--- src/rtl/uart_rx_fifo.sv ---
// uart_rx_fifo
//   Byte buffer between the UART receiver stream and the USB CDC IN stream.
//   The receiver cannot be stalled, so bytes arriving while the buffer is full
//   are discarded and counted. A hysteretic RTS output asks the remote UART to
//   pause before the buffer fills.
//
// Ports
//   clk            system clock, single domain
//   rst            synchronous active-high reset
//   s_axis_tdata   byte from UART receiver
//   s_axis_tvalid  byte valid
//   s_axis_tready  0 while rst is high, 1 otherwise
//   m_axis_tdata   head byte (first-word-fall-through)
//   m_axis_tvalid  buffer non-empty (registered)
//   m_axis_tready  downstream ready
//   rts_n          0 = remote may send, 1 = remote must pause
//   level          occupancy 0..DEPTH
//   overflow_count saturating count of discarded bytes
//   overflow_clear single-cycle pulse clearing overflow_count
module uart_rx_fifo #(
    parameter int DATA_WIDTH = 8,
    parameter int DEPTH_LOG2 = 6,
    parameter int RTS_HIGH   = 48,
    parameter int RTS_LOW    = 16
) (
    input  logic                  clk,
    input  logic                  rst,
    input  logic [DATA_WIDTH-1:0] s_axis_tdata,
    input  logic                  s_axis_tvalid,
    output logic                  s_axis_tready,
    output logic [DATA_WIDTH-1:0] m_axis_tdata,
    output logic                  m_axis_tvalid,
    input  logic                  m_axis_tready,
    output logic                  rts_n,
    output logic [DEPTH_LOG2:0]   level,
    output logic [7:0]            overflow_count,
    input  logic                  overflow_clear
);

    localparam int DEPTH = 1 << DEPTH_LOG2;
    localparam logic [DEPTH_LOG2:0] FULL_LEVEL = (DEPTH_LOG2 + 1)'(DEPTH);
    localparam logic [DEPTH_LOG2:0] HIGH_LEVEL = (DEPTH_LOG2 + 1)'(RTS_HIGH);
    localparam logic [DEPTH_LOG2:0] LOW_LEVEL  = (DEPTH_LOG2 + 1)'(RTS_LOW);

    localparam logic [0:0] RTS_CLEAR = 1'b0;
    localparam logic [0:0] RTS_PAUSE = 1'b1;

    logic [DATA_WIDTH-1:0] mem [DEPTH];

    logic [DEPTH_LOG2-1:0] wr_ptr_q, wr_ptr_d;
    logic [DEPTH_LOG2-1:0] rd_ptr_q, rd_ptr_d;
    logic [DEPTH_LOG2:0]   level_q, level_d;
    logic                  valid_q, valid_d;
    logic [7:0]            ovf_q, ovf_d;
    logic [0:0]            rts_q, rts_d;

    logic full;
    logic push;
    logic pop;
    logic drop;

    // Ready depends only on reset, never on the read side.
    assign s_axis_tready = !rst;

    assign full = (level_q == FULL_LEVEL);
    assign pop  = valid_q && m_axis_tready;
    // A same-cycle pop frees the slot, so a full buffer can still accept.
    assign push = s_axis_tvalid && s_axis_tready && (!full || pop);
    assign drop = s_axis_tvalid && s_axis_tready && full && !pop;

    always_comb begin
        wr_ptr_d = wr_ptr_q;
        rd_ptr_d = rd_ptr_q;
        level_d  = level_q;
        ovf_d    = ovf_q;

        if (push) begin
            wr_ptr_d = wr_ptr_q + 1'b1;
        end
        if (pop) begin
            rd_ptr_d = rd_ptr_q + 1'b1;
        end

        if (push && !pop) begin
            level_d = level_q + 1'b1;
        end else if (pop && !push) begin
            level_d = level_q - 1'b1;
        end

        // A clear that coincides with a drop still records that drop.
        if (overflow_clear) begin
            ovf_d = drop ? 8'd1 : 8'd0;
        end else if (drop && (ovf_q != 8'hFF)) begin
            ovf_d = ovf_q + 8'd1;
        end

        valid_d = (level_d != '0);
    end

    // Hysteresis evaluated on the registered level, giving one cycle of lag.
    always_comb begin
        rts_d = rts_q;
        case (rts_q)
            RTS_CLEAR: if (level_q >= HIGH_LEVEL) rts_d = RTS_PAUSE;
            RTS_PAUSE: if (level_q <= LOW_LEVEL)  rts_d = RTS_CLEAR;
            default:   rts_d = RTS_CLEAR;
        endcase
    end

    always_ff @(posedge clk) begin
        if (rst) begin
            wr_ptr_q <= '0;
            rd_ptr_q <= '0;
            level_q  <= '0;
            valid_q  <= 1'b0;
            ovf_q    <= 8'd0;
            rts_q    <= RTS_CLEAR;
        end else begin
            wr_ptr_q <= wr_ptr_d;
            rd_ptr_q <= rd_ptr_d;
            level_q  <= level_d;
            valid_q  <= valid_d;
            ovf_q    <= ovf_d;
            rts_q    <= rts_d;
        end
    end

    // Storage is not reset; contents are unreachable until rewritten.
    always_ff @(posedge clk) begin
        if (push) begin
            mem[wr_ptr_q] <= s_axis_tdata;
        end
    end

    assign m_axis_tdata   = mem[rd_ptr_q];
    assign m_axis_tvalid  = valid_q;
    assign level          = level_q;
    assign overflow_count = ovf_q;
    assign rts_n          = (rts_q == RTS_PAUSE);

endmodule

--- config.mk ---
export PLATFORM = sky130hd
export DESIGN_NAME = uart_rx_fifo
export DESIGN_NICKNAME = d
export VERILOG_FILES = /design/src/rtl/uart_rx_fifo.sv
export SDC_FILE = /design/constraint.sdc
export NUM_CORES = 1
export LEC_CHECK = 0
export CORE_ASPECT_RATIO = 0.6
export CORE_MARGIN = 5
export CORE_UTILIZATION = 59
export CTS_BUF_LIST = sky130_fd_sc_hd__clkbuf_4 sky130_fd_sc_hd__clkbuf_8
export DETAILED_ROUTE_END_ITERATION = 8
export DONT_BUFFER_PORTS = 1
export GPL_ROUTABILITY_DRIVEN = 0
export PLACE_DENSITY_LB_ADDON = 0.2
export REMOVE_ABC_BUFFERS = 1
export SLEW_MARGIN = 20
export SYNTH_ARGS = -nofsm -noshare
export SYNTH_HDL_FRONTEND = slang
export SYNTH_SLANG_ARGS = --single-unit
--- constraint.sdc ---
create_clock -name clk -period 2.35 [get_ports clk]
set_clock_uncertainty 0.05 [all_clocks]
set_input_delay 0.47 -clock clk [delete_from_list [all_inputs] [get_ports clk]]
set_output_delay 0.47 -clock clk [all_outputs]
set_load 0.01 [all_outputs]
# Word-level counts from Yosys, hierarchy flattened

Memories as Yosys holds them, arrays and structs flattened. A register that Yosys moved wholly into a read port is not among the register bits.
Index checks and enable logic that the tools add are counted.

Flip-flop bits (word level): 29
Bits in writable memories: 512
Input port bits: 13
Output and inout port bits: 26
Logic and storage cells: 44
Memories kept: 1

Add/sub/neg operators: 5
Order comparisons: 2
Equality and inequality tests: 2
Muxes and demuxes: 12
Bitwise operators: 1
Reductions and logical operators: 15

Memories:

| name | depth | bits a word | rd ports | clocked after memory_dff | write ports | line | RTL |
|---|---|---|---|---|---|---|---|
| mem  | 64    | 8           | 1        | 1                        | 1           | 48   | `logic [DATA_WIDTH-1:0] mem [DEPTH];` |

Operators by type and width:

| kind                  | count |
|---|---|
| $mux W8               | 2 |
| $mux W7               | 2 |
| $add A6 B1 Y6 const B | 2 |
| $mux W6               | 2 |
| $add A8 B1 Y8 const B | 1 |
| $logic_and A1 B1 Y1   | 8 |
| $ne A8 B8 Y1 const B  | 1 |
| $add A7 B1 Y7 const B | 1 |
| $eq A7 B7 Y1 const B  | 1 |
| $ge A7 B6 Y1 const B  | 1 |
| $le A7 B5 Y1 const B  | 1 |
| $reduce_bool A7 Y1    | 1 |
| $sub A7 B1 Y7 const B | 1 |
| $mux W1               | 5 |
| $logic_not A1 Y1      | 4 |
| $pmux W1 S2           | 1 |
| $reduce_bool A2 Y1    | 1 |
| $logic_or A1 B1 Y1    | 1 |
| $not A1 Y1            | 1 |

# Depth between registers and ports, before layout

Depth after elaboration: 9
Depth in mapped cells: 8
Gate-level depth less buffers: 7

# Worst setup path before layout

No wires, ideal clock.

Path kind: reg-to-reg
Start: reg level_q[0] (netlist: level[0])
End: mem mem[59][0] (enable)
Setup time: 0.370 ns
Arrival time: 2.231 ns
Path slack: -0.301 ns
Cell stages (with the launch flop): 9
Period minus slack after synthesis: 2.651 ns
Path through: dfxtp_1 -> inv_1 -> ha_1 -> nand2_1 -> o31a_2 -> clkbuf_1 -> nor2b_1 -> nand3_1 -> nor2_1

Longest elaborated chain between the ends: 6

RTL lines:

| element                       | line | RTL |
|---|---|---|
| from (decl)                   | 52   | `logic [DEPTH_LOG2:0] level_q, level_d;` |
| from (signal assigned)        | 121  | `level_q <= level_d;` |
| $eq A7 B7 Y1                  | 65   | `assign full = (level_q == FULL_LEVEL);` |
| $logic_not A1 Y1              | 68   | `assign push = s_axis_tvalid && s_axis_tready && (!full \|\| pop);` |
| $logic_or A1 B1 Y1            | 68   |  |
| $logic_and A1 B1 Y1           | 68   |  |
| $mux W1                       | 130  | `if (push) begin` |
| $mux W1 (implied by the code) | 131  | `mem[wr_ptr_q] <= s_axis_tdata;` |
| to (decl)                     | 48   |  |

Every way passes these cells.

==> flow_summary_export.csv <==
group,metric,value,unit
sta,fin_crit,3.25,ns
synth,synth_top_area_share,71.8,%
placement,dp_hpwl,31000,microns
drt,num_vias,11500,
critical_path,cp.arrival,2.73,ns
clock_network,clock-root-buffer,"clkbuf_8",
drt,first_pass_iters,5,
outcome,status,"complete, but fails checks",
synth,synth_area_leader_cell,"edfxtp_1",
synth,synth_xor_area_share,0.613,%
sta,setup_violations,8,
critical_path,start_kind,"flip-flop",
layout,nets,1300,
synth,yosysWarnings,0,
flow_run,max-cap-violations,0,
clock_network,clock_latency,0.63,ns
critical_path,end_kind,"output port",
floorplanning,boundaryPins,39,
layout,ff_latch_area,0.0161,sq mm
floorplanning,coreArea,0.0361,sq mm
synth,yosys-top-cells-area,"edfxtp_1 (72%), mux4_2 (13%), dfxtp_1 (3.3%)",
sta,drv_slew,0,
grt,grt_pass1_vias,11700,
synth,synth-compound-area-share,3.06,%
layout,multiInputGateArea,0.00583,sq mm
floorplanning,start_util,59.4,%
critical_path,critical_path_class,"reg2out",
drt,ant_nets,0,
synth,ys_async_sr_fraction,0,%
floorplanning,dieHeight,158,microns
synth,synth_cell_types,54,
grt,grt_util_met3,8.13,%
synth,synthSimpleGateAreaFrac,4.93,%
grt,grt.busiest_layer,"met1",
hold_path,min_path_type,"in2reg",
grt,grt_max_degree,65,
sta,fin_ws,-0.897,ns
layout,insertedDiodeCount,0,
critical_path,required,1.83,ns
sta,rsz0062_at_grt,"yes",
layout,instances_no_fill,1803,
grt,use_met1,37.9,%
floorplanning,die_area,0.0403,sq mm
grt,gr-total-overflow,0,
layout,fill_cells,2136,
sta,fmax,308,MHz
drt,drt-vias-per-instance,6.36,
synth,netlist_instances,1106,
sta,hold_viol,0,
grt,grt_pass1_wl,75400,microns
synth,synthAdderAreaFrac,0.350,%
power_and_ir_drop,fin_total_pwr,20900,uW
synth,postSynthAreaPerCell,19.4,sq um
placement,portBuffers,0,
layout,areaGrowthSynthToFinish,20.6,%
clock_network,cts_buffer_depth,3,
placement,dp.cells,1648,
grt,grt_usage,25.4,%
drt,first_iter_violations,1325,
power_and_ir_drop,vdd_drop_max,612,uV
synth,yosysSeqAreaShare,75.1,%
outcome,violations,"setup timing",
layout,drive_gt1_share,40.8,%
synth,syn_area,0.0214,sq mm
synth,synth_top_family_by_area,"multiplexers",
grt,antenna_found_initial,0,
sta,relSlewSlack,32.8,%
power_and_ir_drop,power.leakage,0.00809,uW
synth,synth_seq_cells,547,
critical_path,cp_max_fo,8,
clock_network,cts.sinks,547,
synth,synth_enable_flop_cells,512,
sta,fin_tns_setup,-6.67,ns
sta,worst_pin_slew,1.01,ns
clock_network,cts_made_buffers,77,
drt,drt_wl_total,49700,microns
drt,drc,0,
clock_network,cts.clk_slew.worst_paths,0.06,ns
grt,globalRouteMet2Util,37.0,%
synth,synth_mux_area_share,14.7,%
floorplanning,die_w,256,microns
clock_network,htreeDepth,3,
floorplanning,rows,54,
sta,period_share,138,%
drt,wl_per_cell,27.5,microns
clock_network,tritoncts,"yes",
power_and_ir_drop,power.density,810,mW/mm^2
synth,ys.flop_type,"edfxtp_1",
[power by group]
part | internal (uW) | leakage (uW) | switching, uW | total [uW]
clock | 4260 | 0.000822 | 3400 | 7670
sequential | 10700 | 0.00489 | 42.8 | 10700
combinational | 1330 | 0.00238 | 1200 | 2530
total | 16300 | 0.00809 | 4650 | 20900
[cell type report]
type | instances | area share, %
sequential | 547 | 62.2
multi-input combinational | 493 | 22.5
timing repair buffer | 155 | 6.76
clock buffer | 112 | 5.31
tap | 476 | 2.30
clock inverter | 13 | 0.722
inverter | 7 | 0.102
[through the flow]
step,utilization [%],hold WS [ns],area (sq um),setup slack (ns)
2_1_floorplan,-,0.410,21200,-4.07
5_1_grt,71.6,0.0432,25800,-0.977
3_5_place_dp,63.5,0.433,22900,-0.623
3_3_place_gp,63.5,0.426,22900,-0.593
6_report,71.6,0.0511,25800,-0.897
4_1_cts,70.7,0.000578,25500,-0.945
[timing repair]
action,4_1_cts,5_1_grt
gates resized for setup,144,68
setup buffers,17,5
endpoints found under the setup margin,485,250
gates cloned,3,0
hold buffers,10,0
pin swaps,16,16
endpoints found under the hold margin,534,0
[Yosys cell counts (5+ instances only)]
library cell  number
nor3_1             7
nand3_1           21
nor2_1           105
ha_1               6
edfxtp_1         512
nand3b_1           6
buf_2             20
mux2_2             5
xor2_1             7
nor4_1             6
nor2b_1            8
o21ai_0           16
or3_1              6
a21oi_1            7
a211oi_1           7
nand2_1           37
inv_1              7
clkbuf_1          24
xnor2_1            8
dfxtp_1           35
nand4_1            5
mux2i_1           23
o22ai_1           26
a31oi_1            6
mux4_2           127
buf_1             14
and3_1             5
[state kept, by name, indices dropped and copies added, names as in the netlist, named ones only]
name            flops
overflow_count      8
wr_ptr_q            6
rd_ptr_q            6
level               7
rts_n               1
m_axis_tvalid       1
mem               512
[final timing paths]
check / start / endpoint / slack [ns] / cells past startpoint
worst max-delay path: flip-flop / m_axis_tdata[1] / -0.90 / 10
worst min-delay path: s_axis_tvalid / overflow_count[0]$_SDFFE_PP0P_ / 0.05 / 2
worst max register to register: level[3]$_SDFF_PP0_ / mem[48][7]$_DFFE_PP_ / 0.05 / 7
worst min register to register: rd_ptr_q[1]$_SDFFE_PP0N_ / flip-flop / 0.46 / 2
[logic make-up (layout without fill, tap and decap cells)]
family | Yosys count | count (layout)
AND/OR/NAND/NOR | 225 | 225
flip-flops | 547 | 547
multiplexers | 155 | 155
XOR/XNOR | 15 | 15
adder cells (fa/ha/maj) | 6 | 6
AO/OA/AOI/OAI | 92 | 92
buffers and inverters | 66 | 287
[worst max-delay path, cell delays in order, from the launching register on]
cell	delay [ns]
dfxtp_4	0.41
buf_8	0.14
buf_12	0.15
buf_12	0.14
mux4_2	0.48
mux2i_1	0.16
buf_4	0.17
nand3_2	0.07
o2111ai_1	0.10
o21ai_1	0.09
buf_4	0.16
[metal layers]
metal / share of wire, % / wire [microns]
met2: 44 / 21900
met3: 11 / 5230
met4: 2.1 / 1030
met5: 0 / 0
met1: 43 / 21500
[cells in the final DEF (no fill, tap or decap), drive strengths merged, types with 3 or more instances in the layout]
| cell type | Yosys | layout |
|---|---|---|
| a2111o | 4 | 4 |
| a211oi | 7 | 7 |
| a21oi | 7 | 7 |
| a31oi | 6 | 6 |
| and3 | 5 | 5 |
| and4 | 5 | 5 |
| buf | 35 | 153 |
| bufinv | 0 | 5 |
| clkbuf | 24 | 112 |
| clkinv | 0 | 7 |
| dfxtp | 35 | 35 |
| edfxtp | 512 | 512 |
| ha | 6 | 6 |
| inv | 7 | 7 |
| mux2 | 5 | 5 |
| mux2i | 23 | 23 |
| mux4 | 127 | 127 |
| nand2 | 37 | 37 |
| nand3 | 21 | 21 |
| nand3b | 6 | 6 |
| nand4 | 5 | 5 |
| nor2 | 105 | 105 |
| nor2b | 8 | 8 |
| nor3 | 7 | 7 |
| nor4 | 6 | 6 |
| o21ai | 16 | 16 |
| o221ai | 3 | 3 |
| o22a | 3 | 3 |
| o22ai | 26 | 26 |
| o41ai | 3 | 3 |
| or2 | 4 | 4 |
| or3 | 6 | 6 |
| or3b | 4 | 4 |
| xnor2 | 8 | 8 |
| xor2 | 7 | 7 |
(Power assumes the default switching activity.)
